**config.mk**
```make
export PLATFORM = sky130hd
export DESIGN_NAME = fir_beat_sequencer
export DESIGN_NICKNAME = d
export VERILOG_FILES = /design/src/rtl/fir_pkg.sv /design/src/rtl/fir_lane_skid.sv /design/src/rtl/fir_beat_sequencer.sv
export SDC_FILE = /design/constraint.sdc
export NUM_CORES = 1
export LEC_CHECK = 0
export CORE_ASPECT_RATIO = 0.9
export CORE_MARGIN = 3
export CORE_UTILIZATION = 30
export DETAILED_ROUTE_END_ITERATION = 7
export HOLD_SLACK_MARGIN = 0.08
export PLACE_DENSITY = 0.54
export SETUP_SLACK_MARGIN = 0.15
export SYNTH_ARGS = -nofsm -noshare
export SYNTH_HDL_FRONTEND = slang
export SYNTH_HIERARCHICAL = 1
export SYNTH_SLANG_ARGS = --single-unit
export TNS_END_PERCENT = 1
```
**constraint.sdc**
```tcl
create_clock -name clk -period 7.6 [get_ports clk]
set_input_delay 0.76 -clock clk [delete_from_list [all_inputs] [get_ports clk]]
set_output_delay 0.76 -clock clk [all_outputs]
set_load 0.03 [all_outputs]
```
**src/rtl/fir_pkg.sv**
```systemverilog
// Shared constants, widths and sequencer state type for the dual-channel
// decimating FIR front end.
package fir_pkg;

  localparam int unsigned CHANNELS    = 2;
  localparam int unsigned DW          = 16;
  localparam int unsigned PSAMPLES    = 8;
  localparam int unsigned TAP_COUNT   = 120;
  localparam int unsigned FLUSH_BEATS = (TAP_COUNT + PSAMPLES - 1) / PSAMPLES;
  localparam int unsigned CNTW        = 16;
  localparam int unsigned CH_W        = PSAMPLES * DW;
  localparam int unsigned BEAT_W      = CHANNELS * CH_W;

  typedef enum logic [1:0] {
    IDLE  = 2'd0,
    RUN   = 2'd1,
    FLUSH = 2'd2
  } seq_state_t;

endpackage

```
**src/rtl/fir_lane_skid.sv**
```systemverilog
// Two-entry valid/ready FIFO holding one channel's lane beats until every
// channel has data to join.
module fir_lane_skid
  import fir_pkg::*;
#(
  parameter int unsigned WIDTH = CH_W
) (
  input  logic             clk,
  input  logic             rst,
  input  logic             s_valid,
  output logic             s_ready,
  input  logic [WIDTH-1:0] s_data,
  output logic             m_valid,
  input  logic             m_ready,
  output logic [WIDTH-1:0] m_data
);

  logic [WIDTH-1:0] mem [2];
  logic             wr_ptr;
  logic             rd_ptr;
  logic [1:0]       count;
  logic             push;
  logic             pop;

  always_comb begin
    s_ready = (count != 2'd2);
    m_valid = (count != 2'd0);
    m_data  = mem[rd_ptr];
    push    = s_valid && s_ready;
    pop     = m_valid && m_ready;
  end

  always_ff @(posedge clk) begin
    if (rst) begin
      wr_ptr <= 1'b0;
      rd_ptr <= 1'b0;
      count  <= 2'd0;
    end else begin
      if (push) wr_ptr <= ~wr_ptr;
      if (pop)  rd_ptr <= ~rd_ptr;
      case ({push, pop})
        2'b10:   count <= count + 2'd1;
        2'b01:   count <= count - 2'd1;
        default: count <= count;
      endcase
    end
  end

  always_ff @(posedge clk) begin
    if (push) mem[wr_ptr] <= s_data;
  end

endmodule

```
**src/rtl/fir_beat_sequencer.sv**
```systemverilog
// Joins per-channel lane beats into the FIR input beat, releases a fixed
// number of data beats, then appends zero beats to drain the delay line.
module fir_beat_sequencer
  import fir_pkg::*;
(
  input  logic                clk,
  input  logic                rst,
  input  logic                cfg_start,
  input  logic [CNTW-1:0]     cfg_len,
  output logic                busy,
  output logic                done,
  input  logic [CHANNELS-1:0] ch_tvalid,
  output logic [CHANNELS-1:0] ch_tready,
  input  logic [BEAT_W-1:0]   ch_tdata,
  output logic                m_tvalid,
  input  logic                m_tready,
  output logic [BEAT_W-1:0]   m_tdata
);

  localparam logic [CNTW-1:0] FLUSH_N = CNTW'(FLUSH_BEATS);
  localparam logic [CNTW-1:0] ONE     = CNTW'(1);

  seq_state_t          state;
  logic [CNTW-1:0]     len;
  logic [CNTW-1:0]     out_cnt;
  logic [CNTW-1:0]     ld_cnt;
  logic [CNTW-1:0]     z_ld;
  logic [CNTW-1:0]     z_cnt;
  logic [CNTW-1:0]     in_cnt [CHANNELS];
  logic [CHANNELS-1:0] buf_ready;
  logic [CHANNELS-1:0] buf_valid;
  logic [CHANNELS-1:0] push;
  logic [CH_W-1:0]     buf_data [CHANNELS];
  logic [BEAT_W-1:0]   joined;
  logic                load_ok;
  logic                m_hs;
  logic                data_load;
  logic                zero_load;
  logic                last_data;
  logic                last_flush;

  always_comb begin
    ch_tready = '0;
    joined    = '0;
    for (int unsigned c = 0; c < CHANNELS; c++) begin
      ch_tready[c]            = (state == RUN) && buf_ready[c] && (in_cnt[c] < len);
      joined[c*CH_W +: CH_W]  = buf_data[c];
    end
    push    = ch_tvalid & ch_tready;
    load_ok = !m_tvalid || m_tready;
    m_hs    = m_tvalid && m_tready;
    data_load = (state == RUN) && (&buf_valid) && load_ok;
    // Zero beats may load while still in RUN once every data beat has been
    // loaded, so the last data handshake is followed with no bubble.
    zero_load = (((state == RUN) && (ld_cnt == len)) || (state == FLUSH)) &&
                (z_ld < FLUSH_N) && load_ok;
    last_data  = (state == RUN) && m_hs && (out_cnt == len - ONE);
    last_flush = (state == FLUSH) && m_hs && (z_cnt == FLUSH_N - ONE);
  end

  for (genvar c = 0; c < CHANNELS; c++) begin : g_lane
    fir_lane_skid #(.WIDTH(CH_W)) u_skid (
      .clk     (clk),
      .rst     (rst),
      .s_valid (push[c]),
      .s_ready (buf_ready[c]),
      .s_data  (ch_tdata[c*CH_W +: CH_W]),
      .m_valid (buf_valid[c]),
      .m_ready (data_load),
      .m_data  (buf_data[c])
    );
  end

  always_ff @(posedge clk) begin
    if (rst) begin
      state    <= IDLE;
      len      <= '0;
      out_cnt  <= '0;
      ld_cnt   <= '0;
      z_ld     <= '0;
      z_cnt    <= '0;
      busy     <= 1'b0;
      done     <= 1'b0;
      m_tvalid <= 1'b0;
      m_tdata  <= '0;
      for (int unsigned c = 0; c < CHANNELS; c++) in_cnt[c] <= '0;
    end else begin
      done <= 1'b0;
      for (int unsigned c = 0; c < CHANNELS; c++) begin
        if (push[c]) in_cnt[c] <= in_cnt[c] + ONE;
      end
      if (data_load) ld_cnt <= ld_cnt + ONE;
      if (zero_load) z_ld   <= z_ld + ONE;

      if (data_load) begin
        m_tvalid <= 1'b1;
        m_tdata  <= joined;
      end else if (zero_load) begin
        m_tvalid <= 1'b1;
        m_tdata  <= '0;
      end else if (m_hs) begin
        m_tvalid <= 1'b0;
      end

      case (state)
        IDLE: begin
          if (cfg_start) begin
            len     <= cfg_len;
            out_cnt <= '0;
            ld_cnt  <= '0;
            z_ld    <= '0;
            z_cnt   <= '0;
            busy    <= 1'b1;
            for (int unsigned c = 0; c < CHANNELS; c++) in_cnt[c] <= '0;
            state   <= (cfg_len != '0) ? RUN : FLUSH;
          end
        end
        RUN: begin
          if (m_hs)      out_cnt <= out_cnt + ONE;
          if (last_data) state   <= FLUSH;
        end
        FLUSH: begin
          if (m_hs) z_cnt <= z_cnt + ONE;
          if (last_flush) begin
            state <= IDLE;
            busy  <= 1'b0;
            done  <= 1'b1;
          end
        end
        default: state <= IDLE;
      endcase
    end
  end

endmodule

```
==> results.ini <==
[global_route]
grt_start_max_net_pins = 129
grt.overflow.total = 0
grt_pass1_wl_mm = 130.0
antenna_found_initial = 29
grt_pass1_vias = 20920
track_usage_pct = 14.60

[critical_path]
crit_slowest_cell = buf_4
cp-end-kind = flip-flop
path_max_fanout = 84
arrival_ns = 4.61
ff2ff_path_depth = 12
cp-start-kind = flip-flop
worstPathCellList = inv_1 > ha_1 > a21oi_1 > o21ai_0 > a31oi_1 > o21ai_1 > a311o_1 > buf_4 > inv_2 > nand3b_1 > inv_6 > buf_4
cp.required_ns = 7.87
max_stage_delay_ns = 0.67
critPathKind = reg2reg
timing.critical_path.mode_cell = buf_4

[die]
ioPinCount = 539
rows = 115
dieHeight_um = 322.5
fp.dieArea_mm2 = 0.1154
initial_core_util_pct = 30.38
die_x_um = 357.7
core_mm2 = 0.1099

[sta]
fin_ws_ns = 3.258
finalCriticalPeriod_ns = 4.342
rsz0062_at_grt = no
finalCritPeriodShare_pct = 57.14
fin_tns_setup_ns = 0
hold_viol = 0
relSlewSlack_pct = 24.20
fin_worst_skew_ns = 0.03692
fin_hold_ws_ns = 0.4591
worst_pin_slew_ns = 1.137
setup_viol = 0
maxSlewViolCount = 0
fmax_ghz = 0.2303

[drt]
antenna_left = 0
wl_met2_mm = 40.56
avgViaCountPerCell = 4.722
finalWirelength_mm = 86.99
highest-signal-layer = met5
first_iter_violations = 1260
vias = 20190
met1_length_mm = 36.48
drc = 0
first_pass_iters = 5
wl_per_cell_um = 20.34
wl_met3_mm = 7.905

[clocking]
path_clk_slew_ns = 0.07
holdBufCountCts = 0
cts_tree = built
cts_resized = 0
post_cts_buffers = 0
clockBufferDepth = 3
root_buffer = clkbuf_16
clock_sinks = 895
cts_made_buffers = 96
insertion_delay_ns = 0.67
htreeDepth = 3

[yosys]
yosysWarnings = 6
synth_area_leaders = edfxtp_1 (49%), dfxtp_1 (21%), mux2_2 (8.6%)
synth_area_mm2 = 0.03340
yosys.area.top_type = edfxtp_1
yosysMostFrequentCell = edfxtp_1
ys_seq_elements = 895
synth.avg_cell_area_um2 = 15.31
synthFlopType = edfxtp_1
ys_async_sr_fraction_pct = 0
synthTopCellsByCount = edfxtp_1 (544), dfxtp_1 (351), a22o_1 (257), mux2_2 (256), nor2_1 (83)
yosysSeqAreaShare_pct = 69.96
synth_nets = 2499
synth_cell_types = 59
synth_edf_count = 544
yosys.area.top_type_share_pct = 48.92
syn_inst = 2181

[power]
p_comb_share_pct = 5.2
p_sw_mw = 2.300
finalPower_mw = 10.55
swShare_pct = 21.80
power.leakage_nw = 14.71
p_int_mw = 8.248
pwr_density_cell_mw_per_mm2 = 243.4
p_clk_share_pct = 44.3
seqPwrFrac_pct = 50.4
ir_worst_vdd_uv = 205.2

[cells_and_area]
final_nets = 3038
drive_gt1_share_pct = 15.66
synthToLayoutAreaGrowth_pct = 29.73
fin_area_mm2 = 0.04333

[worst_hold_path]
min_path_type = reg2reg
whs_path_depth = 1

[flow_run]
drv_cap = 0

[place]
post-place-ws_ns = 3.339
place_congestion = 0.8518
placed_cell_area_mm2 = 0.04010
dp_hpwl_mm = 56.54
port-buffer-count = 538

[outcome]
status = completed

[per-stage QoR]
step	util [%]	std cells
final	39.41	4277
after global routing	39.40	4270
after CTS	39.38	4265
after detailed placement	36.48	4084
after global placement	36.48	4084
after floorplan	-	2181
[worst paths after layout]
kind	slack, ns	to	from
max	3.26	g_lane[0].u_skid/mem[0][37]	len[11]
max reg2reg	3.26	g_lane[0].u_skid/mem[0][37]	len[11]
min	0.46	z_ld[5]	z_ld[5]
min reg2reg	0.46	z_ld[5]	z_ld[5]
[sequential cells by signal, indices dropped and copies added (netlist names), named ones only]
name and cells:
z_cnt 16, busy 1, g_lane.u_skid/count 4, m_tvalid 1, done 1, ld_cnt 16, g_lane.u_skid/rd_ptr 2, in_cnt 32
z_ld 16, out_cnt 16, len 16, m_tdata 256, g_lane.u_skid/wr_ptr 2, state 2, g_lane.u_skid/mem 512
[power groups by stage]
stage | combinational (mW) | sequential [mW] | clock [mW]
floorplan | 0.288 | 5.42 | 0
global placement | 0.543 | 5.42 | 0
detailed placement | 0.556 | 5.43 | 0
CTS | 0.559 | 5.32 | 4.83
global route | 0.602 | 5.33 | 5.02
finish | 0.551 | 5.32 | 4.68
[per-layer routing]
layer	vias up	GRT usage [%]
met5	-	0
met4	26	4.153
met3	149	5.484
met2	612	23.33
met1	9987	18.52
li1	9420	-
[cell usage in the layout (no fill, tap or decap), types with 4 or more instances in the layout]
cell type        Yosys  layout
bufinv_16            0       5
edfxtp_1           544     544
nand4_1             31      31
a22o_1             257     257
buf_4               13      19
nand2b_1            14      14
o21ai_1              4       4
dfxtp_1            351     349
a21oi_1             50      50
nand2_1             81      81
nor2_1              83      82
mux2_2             256     256
and3_1              15      13
or3_1               14      14
clkbuf_16            0     100
and2_1              19      19
xnor2_1             43      43
a211oi_1            30      30
xor2_1              60      60
nand3_1             25      25
diode_2              0      12
a31oi_1              8       8
ha_1                40      40
nor4_1              14      14
and4_1               4       4
inv_6                0       5
a21o_1               8       8
o21ai_0             11      11
clkbuf_1            55      30
clkdlybuf4s50_1      0     537
clkinv_2             0      15
nor3_1              14      14
mux2i_1              8       8
clkinv_1             0       9
clkbuf_8             0      12
inv_1               36      34
[kinds of logic after synthesis]
family                   Yosys count  synth area share (%)
XOR/XNOR                         103                 2.701
AND/OR/NAND/NOR                  335                 5.047
flip-flops                       895                 69.96
AO/OA/AOI/OAI                    388                 9.314
adder cells (fa/ha/maj)           40                 1.499
multiplexers                     264                 8.872
buffers and inverters            156                 2.611
[cell type report]
| class | count | area (um2) |
|---|---|---|
| clock inverters | 39 | 414.1 |
| well taps | 1462 | 1829 |
| flip-flops and latches | 895 | 23370 |
| multi-input cells | 1130 | 9186 |
| fillers | 10200 | 66610 |
| clock buffers | 142 | 2780 |
| repair buffers | 559 | 5563 |
| diodes | 12 | 30.03 |
| inverters | 38 | 152.6 |
[critical path, delay by kind of cell, from the launching register on]
family / cells / cell delay (ns)
buffers and inverters: 5 / 1.86
AOI/OAI and AO/OA: 5 / 0.88
DFF: 1 / 0.52
adders and majority gates: 1 / 0.33
and+or+nand+nor: 1 / 0.18
Note: power is estimated with default switching activity, not from simulation.
